`config.mk`:
```
export PLATFORM = sky130hd
export DESIGN_NAME = dec49_case
export DESIGN_NICKNAME = d
export VERILOG_FILES = /design/src/rtl/dec49_case.sv
export SDC_FILE = /design/constraint.sdc
export NUM_CORES = 1
export LEC_CHECK = 0
export BUFFER_PORTS_ARGS = -buffer_cell sky130_fd_sc_hd__buf_2
export CORE_ASPECT_RATIO = 1.25
export CORE_MARGIN = 3
export CORE_UTILIZATION = 28
export CTS_CLUSTER_DIAMETER = 80
export DETAILED_ROUTE_END_ITERATION = 16
export GPL_ROUTABILITY_DRIVEN = 0
export PLACE_DENSITY = 0.52
export REMOVE_ABC_BUFFERS = 1
export SLEW_MARGIN = 25
export SYNTH_ARGS = -nofsm -noshare
export SYNTH_HDL_FRONTEND = slang
export SYNTH_SLANG_ARGS = --single-unit
```
`constraint.sdc`:
```
create_clock -name clk -period 0.8 [get_ports clk]
set_clock_uncertainty 0.2 [all_clocks]
set_input_delay 0.04 -clock clk [delete_from_list [all_inputs] [get_ports clk]]
set_output_delay 0.04 -clock clk [all_outputs]
set_load 0.05 [all_outputs]
```
`src/rtl/dec49_case.sv`:
```
// rtl/dec49_case.sv - registered BCD to seven-segment decoder with lamp test, blanking and ripple blanking
//
// Purpose: decodes a BCD digit onto seven segment drives, one cycle after the
// inputs are presented. Every output comes straight from a flop.
//
// Ports:
//   clk        in   1  rising-edge clock
//   rst        in   1  asynchronous active-high reset, outputs go dark at once
//   q          in   4  BCD digit, valid codes 0-9
//   lamp_test  in   1  light every segment (highest priority)
//   blank      in   1  darken every segment
//   rbi        in   1  ripple-blank-in, suppresses a zero digit
//   d          out  7  segments, d[6]=a ... d[0]=g
//   rbo        out  1  this digit was zero-suppressed
//   err        out  1  q holds an invalid code 10-15
//
// COMMON_ANODE=1 inverts every d bit so a lit segment is driven low.

module dec49_case #(
  parameter int COMMON_ANODE = 0
) (
  input  logic       clk,
  input  logic       rst,
  input  logic [3:0] q,
  input  logic       lamp_test,
  input  logic       blank,
  input  logic       rbi,
  output logic [6:0] d,
  output logic       rbo,
  output logic       err
);

  // XOR mask applied to the active-high segment pattern.
  localparam logic [6:0] POLARITY = (COMMON_ANODE != 0) ? 7'h7F : 7'h00;

  logic [6:0] seg_d;
  logic [6:0] d_d;
  logic       rbo_d;
  logic       err_d;

  logic [6:0] d_q;
  logic       rbo_q;
  logic       err_q;

  // Active-high segment pattern; dark is the all-zero default.
  always_comb begin
    seg_d = 7'h00;
    rbo_d = 1'b0;
    err_d = 1'b0;
    if (lamp_test) begin
      seg_d = 7'h7F;
    end else if (blank) begin
      seg_d = 7'h00;
    end else if (rbi && (q == 4'd0)) begin
      rbo_d = 1'b1;
    end else begin
      case (q)
        4'd0:    seg_d = 7'h7E;
        4'd1:    seg_d = 7'h30;
        4'd2:    seg_d = 7'h6D;
        4'd3:    seg_d = 7'h79;
        4'd4:    seg_d = 7'h33;
        4'd5:    seg_d = 7'h5B;
        4'd6:    seg_d = 7'h5F;
        4'd7:    seg_d = 7'h70;
        4'd8:    seg_d = 7'h7F;
        4'd9:    seg_d = 7'h7B;
        default: err_d = 1'b1;
      endcase
    end
    d_d = seg_d ^ POLARITY;
  end

  always_ff @(posedge clk or posedge rst) begin
    if (rst) begin
      d_q   <= POLARITY;
      rbo_q <= 1'b0;
      err_q <= 1'b0;
    end else begin
      d_q   <= d_d;
      rbo_q <= rbo_d;
      err_q <= err_d;
    end
  end

  assign d   = d_q;
  assign rbo = rbo_q;
  assign err = err_q;

endmodule

```
**After elaboration in Yosys (flattened, before gate mapping)**

Index checks and enable logic that the tools add are counted.

- Equality and inequality tests: 9
- Reductions and logical operators: 3
- Mux-type cells: 11

Operators with widths:

| operator | number |
|---|---|
| $pmux W7 S10 | 1 |
| $mux W7 | 3 |
| $eq A4 B3 Y1 const B | 4 |
| $reduce_or A10 Y1 | 1 |
| $eq A4 B2 Y1 const B | 2 |
| $eq A4 B4 Y1 const B | 2 |
| $mux W1 | 7 |
| $eq A4 B1 Y1 const B | 1 |
| $logic_not A4 Y1 | 1 |
| $logic_and A1 B1 Y1 | 1 |

- Bits of input ports: 9
- Flip-flop bits (word level): 9
- Output and inout bits: 9
- Logic and storage cells: 26

**Logic depth before layout (Yosys ltp)**

Gate-level depths: netlist of the first run.

- Word-level depth: 6
- Depth in mapped cells: 4
- Gate-level depth less buffers: 3

**Worst setup path before layout of the first run**

No wires, ideal clock.

- Path type: input port to flip-flop
- From: in q[1]
- To: reg d_q[3], in the netlist d[3]
- Arrival: 806 ps
- Setup time: 120 ps
- Path buffers: 1
- Stages: 4
- Data required time: 480 ps
- Path slack: -326 ps
- Path through: buf_4 xor2_1 or2_2 a31o_1

- Cells in the longest elaborated chain, start to end: 5
- Elaborated cells on any way between the ends: 15
- Those cells by class: eq/ne: 9; mux: 4; reduce/logical: 2

Ends and longest elaborated chain:

| item | RTL line | source |
|---|---|---|
| start: declaration | 24 | `input logic [3:0] q,` |
| $eq A4 B4 Y1 (tied with other cells) | 57 | `case (q)` |
| $pmux W7 S10 or $logic_and A1 B1 Y1 (tied branches) | 57, 54 |  |
| $mux W7 (*) | 54 | `end else if (rbi && (q == 4'd0)) begin` |
| $mux W7 (*) | 52 | `end else if (blank) begin` |
| $mux W7 (*) | 50 | `if (lamp_test) begin` |
| named net d_d[3] | 37 | `logic [6:0] d_d;` |
| end signal: assignment | 76 | `d_q <= POLARITY;` |
| end signal: assignment | 80 | `d_q <= d_d;` |
| end: declaration | 41 | `logic [6:0] d_q;` |

The timed path passes the listed nets; every way through them passes the cells marked *.

**Worst setup path in the final report of the first run**

- From: reg d_q[3], in the netlist d[3]
- To: out d[3]

RTL lines:

| item | RTL line | source |
|---|---|---|
| end: declaration | 28 | `output logic [6:0] d,` |

No word-level cell between the ends.

==> run_results.csv, run 1 <==
group,metric,value,unit
outcome,run_status,"finished, violations left",
outcome,failed_checks,"negative hold slack, negative setup slack",
global_routing,grt_use_met1,11.1,%
route,vias,449,
place,dpl.hpwl,847,um
synthesis,synth_top_cells_by_area,"sky130_fd_sc_hd__dfrtp_1 46%, sky130_fd_sc_hd__a21o_2 7.1%, sky130_fd_sc_hd__a211oi_4 4.1%",
sta,max_clock_freq,985,MHz
global_routing,global_route.usage.total,10.8,%
route,detail-route-antenna-nets,0,
power,leakagePower,0.408,nW
synthesis,synth_largest_area_cell,"sky130_fd_sc_hd__dfrtp_1",
synthesis,synth_cell_type_count,25,
route,detailedRoute.firstPassIterationCount,2,
floorplan,initial_utilization,30.6,%
synthesis,synthesis.yosys.warnings,0,
floorplan,io-pin-count,18,
clocking,clockBufferDepth,2,
sta,rsz_0062_raised_after_global_routing,"yes",
route,drc_errors,0,
route,wire_per_inst,12.2,um
clocking,h-tree-depth,1,
power,peakVddDrop,0.591,mV
worst_hold_path,path_type_of_the_worst_min_delay_path,"input pin to flop",
clocking,cts_tree,"done",
global_routing,grt_antenna_before_repair,0,
sta,max_slew_margin,80.6,%
sta,finalHoldWorstSlack,-143,ps
worst_setup_path,cpPeakStageDelay,370,ps
floorplan,die_width,43.4,um
synthesis,syn_inst,47,
global_routing,grt_overflow_total,0,
run,max_cap_violations,0,
synthesis,synthArstFlopShare,100,%
sta,timing_hold_violations_final,9,
global_routing,gr-usage-met2,20.0,%
worst_setup_path,critical-path-top-delay-family,"flip-flops",
floorplan,placementRows,16,
sta,max_slew.worst_pin.slew,290,ps
finish,antenna_cells_inserted,0,
global_routing,grt_pass1_vias,445,
sta,layout_worst_path_cycle_share,127,%
sta,period_needed,1020,ps
sta,final_number_of_setup_violating_endpoints,16,
global_routing,maximum_number_of_pins_on_one_net_before_global_route_repair,10,
synthesis,mappedNetlistArea,490,um^2
global_routing,grt_pass1_wl,1830,um
floorplan,dieHeight,52.8,um
clocking,cts_root_buffer,"sky130_fd_sc_hd__clkbuf_4",
worst_setup_path,critPathBufInv,1,
route,route.detailed.vias_per_inst,4.63,
route,drt-total-wl,1190,um
worst_setup_path,end_kind,"primary output",
worst_setup_path,critical_path_rt,560,ps
global_routing,grt.met3_usage,0,%
worst_setup_path,slowest_stage,"sky130_fd_sc_hd__dfrtp_1",
synthesis,avgSynthCellArea,10.4,um^2
sta,timing.final.max_slew_violations,0,
route,detailedRoute.firstIterationViolations,2,
clocking,clock_sink_count,9,
worst_setup_path,start_kind,"flop",
synthesis,ys_top_cells_by_count,"9 x sky130_fd_sc_hd__dfrtp_1, 4 x sky130_fd_sc_hd__a21o_2, 4 x sky130_fd_sc_hd__nor3_1, 3 x sky130_fd_sc_hd__inv_1",
finish,share_of_layout_cells_above_drive_strength_1,64.6,%
synthesis,synth_top_area_share,45.9,%
synthesis,synthFlopType,"sky130_fd_sc_hd__dfrtp_1",
global_routing,gr-max-usage-layer,"met2",
place,post-place-ws,-378,ps
floorplan,die_area,0.00229,mm^2
place,number_of_port_buffers,17,
finish,layout.cells.non_filler,97,
clocking,cts-buffers-inserted,3,
synthesis,cell_with_the_most_instances_after_synthesis,"sky130_fd_sc_hd__dfrtp_1",
worst_setup_path,timing.critical_path.cells,"buf_6",
synthesis,synth-edff-count,0,
worst_setup_path,crit_fanout,1,
synthesis,synth.yosys.seq_area_share,45.9,%
place,place_inst,91,
sta,finalWorstSetupSlack,-216,ps
finish,finalNetCount,89,
worst_setup_path,data_arrival_time_of_the_worst_path,780,ps
synthesis,synth-seq-cells,9,
clocking,clk_pin_slew_worst_paths,60,ps
clocking,holdBufCountCts,1,
floorplan,core_area,0.00160,mm^2
power,power.density_cell_area,1450,mW/mm^2
finish,layout-area-overhead-vs-synth,79.8,%
worst_setup_path,worstSetupPathType,"flop to primary output",
-- through the flow --
step                      cell area [um^2]  total power, mW  TNS (ps)  utilization [%]
after detailed placement               664            0.834     -2910             41.5
after floorplan                        459            0.694     -2270                -
after global routing                   882             1.34     -2520             55.1
final                                  882             1.27     -2060             55.1
after global placement                 664            0.831     -2850             41.5
after CTS                              800             1.24     -2330             49.9
-- placed cells by master (no fill, tap or decap), drive strengths merged --
| cell type | n |
|---|---|
| a22oi | 1 |
| and2b | 2 |
| o21ai | 2 |
| or2 | 1 |
| xor2 | 1 |
| a21o | 5 |
| nand2 | 2 |
| buf | 31 |
| and2 | 1 |
| dfrtp | 9 |
| nor2 | 2 |
| a31oi | 1 |
| dlygate4sd3 | 1 |
| a211oi | 1 |
| a31o | 2 |
| a21oi | 2 |
| o21a | 1 |
| clkinvlp | 1 |
| o32ai | 1 |
| nand3 | 1 |
| nor2b | 1 |
| inv | 2 |
| nor3 | 4 |
| clkbuf | 4 |
-- power by group --
group,total (mW),switching (mW),internal [mW],leakage (nW)
sequential,0.495,0.0116,0.483,0.106
combinational,0.448,0.237,0.212,0.287
clock,0.332,0.141,0.191,0.0150
-- final timing paths --
check | start | end | depth (start not counted) | slack [ps]
max | d[3]$_DFF_PP0_ | d[3] | 1 | -220
min | lamp_test | rbo$_DFF_PP0_ | 2 | -140
max in group asynchronous | rst | d[1]$_DFF_PP0_ | 3 | 200
min in group asynchronous | rst | d[5]$_DFF_PP0_ | 3 | 50
-- cells by family after synthesis --
kind of cell           share of synthesized area [%]
AND/OR/NAND/NOR                                 15.6
XOR/XNOR                                        1.79
flip-flops                                      45.9
buffers and inverters                           8.67
AO/OA/AOI/OAI                                   28.1
-- state kept, by name, indices dropped and copies added, names as in the netlist --
register and count:
err 1, d 7, rbo 1
-- final cells by class --
type	instances	area, um^2
clock buffer	4	26.3
fill	157	719
inverter	3	15.0
multi-input combinational	31	283
sequential	9	225
tap	18	22.5
timing repair buffer	32	310
-- per-layer routing --
layer,routed length [um],up-vias
met5,0,-
met4,0,0
met3,41,0
met2,767,9
met1,377,216
li1,-,224
-- repair_timing --
| action | in CTS | in global routing |
|---|---|---|
| setup buffers | 1 | 0 |
| gates resized for setup | 27 | 18 |
| hold endpoints to repair | 18 | 9 |
| setup endpoints to repair | 17 | 26 |
| pin swaps | 6 | 8 |
No activity file was read; power rests on OpenSTA's default activity.
==> run 2: changes to the inputs <==
--- a/config.mk
+++ b/config.mk
@@ -12,7 +12,7 @@
 export CTS_CLUSTER_DIAMETER = 80
 export DETAILED_ROUTE_END_ITERATION = 16
 export GPL_ROUTABILITY_DRIVEN = 0
-export PLACE_DENSITY = 0.52
+export PLACE_DENSITY = 0.6
 export REMOVE_ABC_BUFFERS = 1
 export SLEW_MARGIN = 25
 export SYNTH_ARGS = -nofsm -noshare
==> run_results.csv, run 2 (same netlist as run 1, synthesis figures left out) <==
group,metric,value,unit
outcome,run_status,"finished, violations left",
outcome,failed_checks,"negative hold slack, negative setup slack",
finish,largest_register_ff_count,7,
route,detail-route-antenna-nets,0,
power,peakVddDrop,0.580,mV
global_routing,grt_overflow_total,0,
finish,post_layout_instance_area,805,um^2
sta,timing_hold_violations_final,9,
clocking,cts_root_buffer,"sky130_fd_sc_hd__clkbuf_4",
route,vias,432,
global_routing,maximum_number_of_pins_on_one_net_before_global_route_repair,10,
route,drt-total-wl,983,um
global_routing,gr-usage-met2,15.5,%
power,totalPowerFinal,1.22,mW
finish,finish.utilization,50.2,%
finish,share_of_layout_cells_above_drive_strength_1,57.0,%
floorplan,io-pin-count,18,
sta,finalWorstSetupSlack,-211,ps
sta,max_clock_freq,989,MHz
clocking,cts-buffers-inserted,3,
worst_setup_path,start_kind,"flop",
sta,rsz_0062_raised_after_global_routing,"yes",
floorplan,die_width,43.4,um
clocking,clk_pin_slew_worst_paths,50,ps
clocking,clock_sink_count,9,
floorplan,core_area,0.00160,mm^2
worst_setup_path,critical_path_rt,560,ps
place,placement.cell_area,642,um^2
sta,timing.final.max_slew_violations,0,
finish,finalNetCount,89,
floorplan,die_area,0.00229,mm^2
route,detailedRoute.firstPassIterationCount,2,
finish,most-common-layout-cells,"14 x sky130_fd_sc_hd__buf_4, 11 x sky130_fd_sc_hd__buf_6, 9 x sky130_fd_sc_hd__dfrtp_1",
worst_setup_path,critical-path-top-delay-family,"flip-flops",
route,drc_errors,0,
route,detailedRoute.firstIterationViolations,1,
place,post-place-ws,-453,ps
worst_setup_path,timing.critical_path.cells,"buf_6",
place,number_of_port_buffers,17,
clocking,h-tree-depth,1,
worst_setup_path,slowest_stage,"sky130_fd_sc_hd__dfrtp_1",
sta,layout_worst_path_cycle_share,126,%
worst_setup_path,critPathBufInv,1,
power,power.density_cell_area,1510,mW/mm^2
finish,antenna_cells_inserted,0,
clocking,cts_tree,"done",
floorplan,initial_utilization,30.6,%
sta,final_number_of_setup_violating_endpoints,15,
route,wire_per_inst,10.1,um
run,max_cap_violations,0,
power,leakagePower,0.391,nW
worst_setup_path,cpPeakStageDelay,370,ps
floorplan,dieHeight,52.8,um
worst_setup_path,crit_fanout,1,
clocking,clockBufferDepth,2,
worst_setup_path,worstSetupPathType,"flop to primary output",
route,route.detailed.vias_per_inst,4.45,
global_routing,grt_pass1_wl,1480,um
global_routing,grt_pass1_vias,400,
clocking,holdBufCountCts,1,
sta,period_needed,1010,ps
sta,max_slew_margin,79.6,%
finish,final_common_cell,"sky130_fd_sc_hd__buf_4",
global_routing,grt_antenna_before_repair,0,
sta,max_slew.worst_pin.slew,306,ps
global_routing,grt_use_met1,9.26,%
worst_hold_path,path_type_of_the_worst_min_delay_path,"input pin to flop",
finish,layout-area-overhead-vs-synth,64.0,%
global_routing,grt.met3_usage,0,%
sta,finalHoldWorstSlack,-131,ps
global_routing,global_route.usage.total,8.89,%
worst_setup_path,end_kind,"primary output",
worst_setup_path,data_arrival_time_of_the_worst_path,770,ps
floorplan,placementRows,16,
global_routing,gr-max-usage-layer,"met2",
[run 2: timing repair]
action / CTS / global route
buffers inserted: 4 / 0
gates cloned: 0 / 0
gates resized for setup: 24 / 4
endpoints found under the setup margin: 15 / 17
endpoints found under the hold margin: 18 / 9
pin swaps: 3 / 3
[run 2: stage by stage]
stage / cells / setup TNS [ps]
CTS: 97 / -2430
global route: 97 / -2680
global placement: 88 / -2860
floorplan: 43 / -2270
detailed placement: 88 / -3230
finish: 97 / -2340
[run 2: metal layers]
| layer | up-vias | wire length (um) |
|---|---|---|
| met2 | 13 | 552 |
| li1 | 226 | - |
| met4 | 0 | 0 |
| met5 | - | 0 |
| met3 | 0 | 61 |
| met1 | 193 | 369 |
[run 2: where the power goes]
| group | total [mW] | switching, mW | internal [mW] |
|---|---|---|---|
| clock network | 0.319 | 0.129 | 0.190 |
| registers | 0.496 | 0.0123 | 0.484 |
| logic | 0.402 | 0.213 | 0.189 |
| total | 1.22 | 0.354 | 0.863 |
[run 2: cell type report]
type	count	area, um^2
fillers	149	797
repair buffers	32	284
multi-input cells	31	235
flip-flops and latches	9	225
clock buffers	4	26.3
well taps	18	22.5
inverters	3	11.3
[run 2: worst paths after layout]
check | from | to | cells past startpoint
max | d[2]$_DFF_PP0_ | d[2] | 1
min | lamp_test | rbo$_DFF_PP0_ | 2
max in group asynchronous | rst | rbo$_DFF_PP0_ | 3
min in group asynchronous | rst | d[6]$_DFF_PP0_ | 3
==> run 3: changes to the inputs <==
--- a/config.mk
+++ b/config.mk
@@ -5,7 +5,7 @@
 export SDC_FILE = /design/constraint.sdc
 export NUM_CORES = 1
 export LEC_CHECK = 0
-export BUFFER_PORTS_ARGS = -buffer_cell sky130_fd_sc_hd__buf_2
+export BUFFER_PORTS_ARGS = -buffer_cell sky130_fd_sc_hd__buf_4
 export CORE_ASPECT_RATIO = 1.25
 export CORE_MARGIN = 3
 export CORE_UTILIZATION = 28
==> run_results.csv, run 3 (same netlist as run 1, synthesis figures left out) <==
group,metric,value,unit
worst_hold_path,min_path_cells,2,
worst_hold_path,path_type_of_the_worst_min_delay_path,"input pin to flop",
sta,finalHoldWorstSlack,-189,ps
worst_setup_path,start_kind,"flop",
floorplan,die_width,43.4,um
place,placement.cell_area,684,um^2
global_routing,maximum_number_of_pins_on_one_net_before_global_route_repair,10,
route,drc_errors,0,
clocking,cts-buffers-inserted,3,
route,detailedRoute.firstIterationViolations,5,
sta,period_needed,1020,ps
power,p_switching,0.368,mW
finish,most-common-layout-cells,"15 x sky130_fd_sc_hd__buf_4, 11 x sky130_fd_sc_hd__buf_6, 9 x sky130_fd_sc_hd__dfrtp_1",
sta,timing.final.max_slew_violations,0,
worst_setup_path,critPathBufInv,1,
floorplan,core_area,0.00160,mm^2
floorplan,initial_utilization,30.6,%
clocking,clk_pin_slew_worst_paths,50,ps
power,power.density_cell_area,1530,mW/mm^2
worst_setup_path,worstSetupPathType,"flop to primary output",
finish,layout-area-overhead-vs-synth,64.3,%
finish,finish.utilization,50.3,%
clocking,holdBufCountCts,1,
power,p_sw_share,29.8,%
run,max_cap_violations,0,
worst_setup_path,data_arrival_time_of_the_worst_path,780,ps
sta,max_slew.worst_pin.slew,289,ps
route,route.detailed.vias_per_inst,4.73,
power,totalPowerFinal,1.23,mW
route,vias,440,
clocking,cts_tree,"done",
clocking,clock_sink_count,9,
floorplan,io-pin-count,18,
sta,final_number_of_setup_violating_endpoints,12,
sta,max_clock_freq,978,MHz
floorplan,placementRows,16,
power,leakagePower,0.375,nW
worst_setup_path,slowest_stage,"sky130_fd_sc_hd__dfrtp_1",
route,drt-total-wl,998,um
finish,post_layout_instance_area,806,um^2
sta,finalWorstSetupSlack,-223,ps
finish,antenna_cells_inserted,0,
clocking,cts_root_buffer,"sky130_fd_sc_hd__clkbuf_4",
global_routing,grt_pass1_wl,1730,um
power,peakVddDrop,0.524,mV
finish,largest_register_ff_count,7,
global_routing,grt_overflow_total,0,
sta,max_slew_margin,80.7,%
sta,timing_hold_violations_final,9,
floorplan,dieHeight,52.8,um
sta,rsz_0062_raised_after_global_routing,"yes",
global_routing,global_route.usage.total,10.4,%
power,power.internal,0.865,mW
worst_setup_path,critical-path-top-delay-family,"flip-flops",
worst_setup_path,timing.critical_path.cells,"buf_6",
worst_setup_path,end_kind,"primary output",
power,power_frac_comb,33.2,%
worst_setup_path,critical_path_rt,560,ps
finish,final_common_cell,"sky130_fd_sc_hd__buf_4",
worst_setup_path,critical_path_depth,1,
sta,layout_worst_path_cycle_share,128,%
power,pwr-share-clk,26.6,%
finish,finalNetCount,85,
route,wire_per_inst,10.7,um
clocking,clockBufferDepth,2,
sta,setup_total_negative_slack,-1980,ps
clocking,h-tree-depth,1,
route,detail-route-antenna-nets,0,
global_routing,grt_pass1_vias,448,
worst_setup_path,crit_fanout,1,
outcome,failed_checks,"negative hold slack, negative setup slack",
worst_setup_path,cpPeakStageDelay,380,ps
power,share_seq_of_total_power,40.2,%
route,detailedRoute.firstPassIterationCount,5,
outcome,run_status,"finished, violations left",
global_routing,grt_antenna_before_repair,0,
finish,share_of_layout_cells_above_drive_strength_1,58.7,%
place,number_of_port_buffers,17,
floorplan,die_area,0.00229,mm^2
-- run 3: cell count changes in the layout (fill, tap and decap cells not counted) --
cell,delta
sky130_fd_sc_hd__a21oi_1,-1
sky130_fd_sc_hd__inv_1,-1
sky130_fd_sc_hd__nor3_2,-1
sky130_fd_sc_hd__nor3_4,+1
sky130_fd_sc_hd__buf_2,-5
sky130_fd_sc_hd__buf_4,+1
sky130_fd_sc_hd__or2_4,+1
sky130_fd_sc_hd__a21oi_2,+1
sky130_fd_sc_hd__or2_2,-1
sky130_fd_sc_hd__nor2b_2,+1
sky130_fd_sc_hd__nor2b_1,-1
sky130_fd_sc_hd__clkinvlp_4,+1
-- run 3: layer usage --
metal | track usage [%] | up-vias | wire [um]
met4 | 11.6 | 0 | 31
met2 | 18.0 | 24 | 537
met5 | 0 | - | 0
met3 | 0.687 | 3 | 83
li1 | - | 218 | -
met1 | 10.0 | 195 | 346
-- run 3: repair_timing --
| item | in CTS | in global routing |
|---|---|---|
| setup endpoints to repair | 15 | 24 |
| endpoints found under the hold margin | 18 | 9 |
| pin swaps | 8 | 1 |
| buffers inserted | 1 | 0 |
| resized for setup | 19 | 2 |
-- run 3: power by group through the flow --
stage	sequential [mW]	combinational [mW]	clock, mW
floorplan	0.599	0.0947	0
global placement	0.498	0.353	0
detailed placement	0.499	0.355	0
CTS	0.496	0.407	0.347
global route	0.499	0.438	0.368
finish	0.496	0.410	0.327
-- run 3: area by class of cell --
type	count	area (um^2)
repair buffers	28	267
multi-input cells	31	250
fillers	154	796
inverters	3	15.0
flip-flops and latches	9	225
well taps	18	22.5
clock buffers	4	26.3
-- run 3: worst paths after layout --
kind | start | slack [ps] | to
setup / recovery | d[6]$_DFF_PP0_ | -220 | d[6]
hold / removal | lamp_test | -190 | err$_DFF_PP0_
max in group asynchronous | rst | 200 | rbo$_DFF_PP0_
min in group asynchronous | rst | 50 | d[2]$_DFF_PP0_
-- run 3: metrics by stage --
step           setup WS, ps  cells
4_1_cts                -242     93
3_3_place_gp           -350     88
5_1_grt                -265     93
2_1_floorplan          -288     43
6_report               -223     93
3_5_place_dp           -355     88
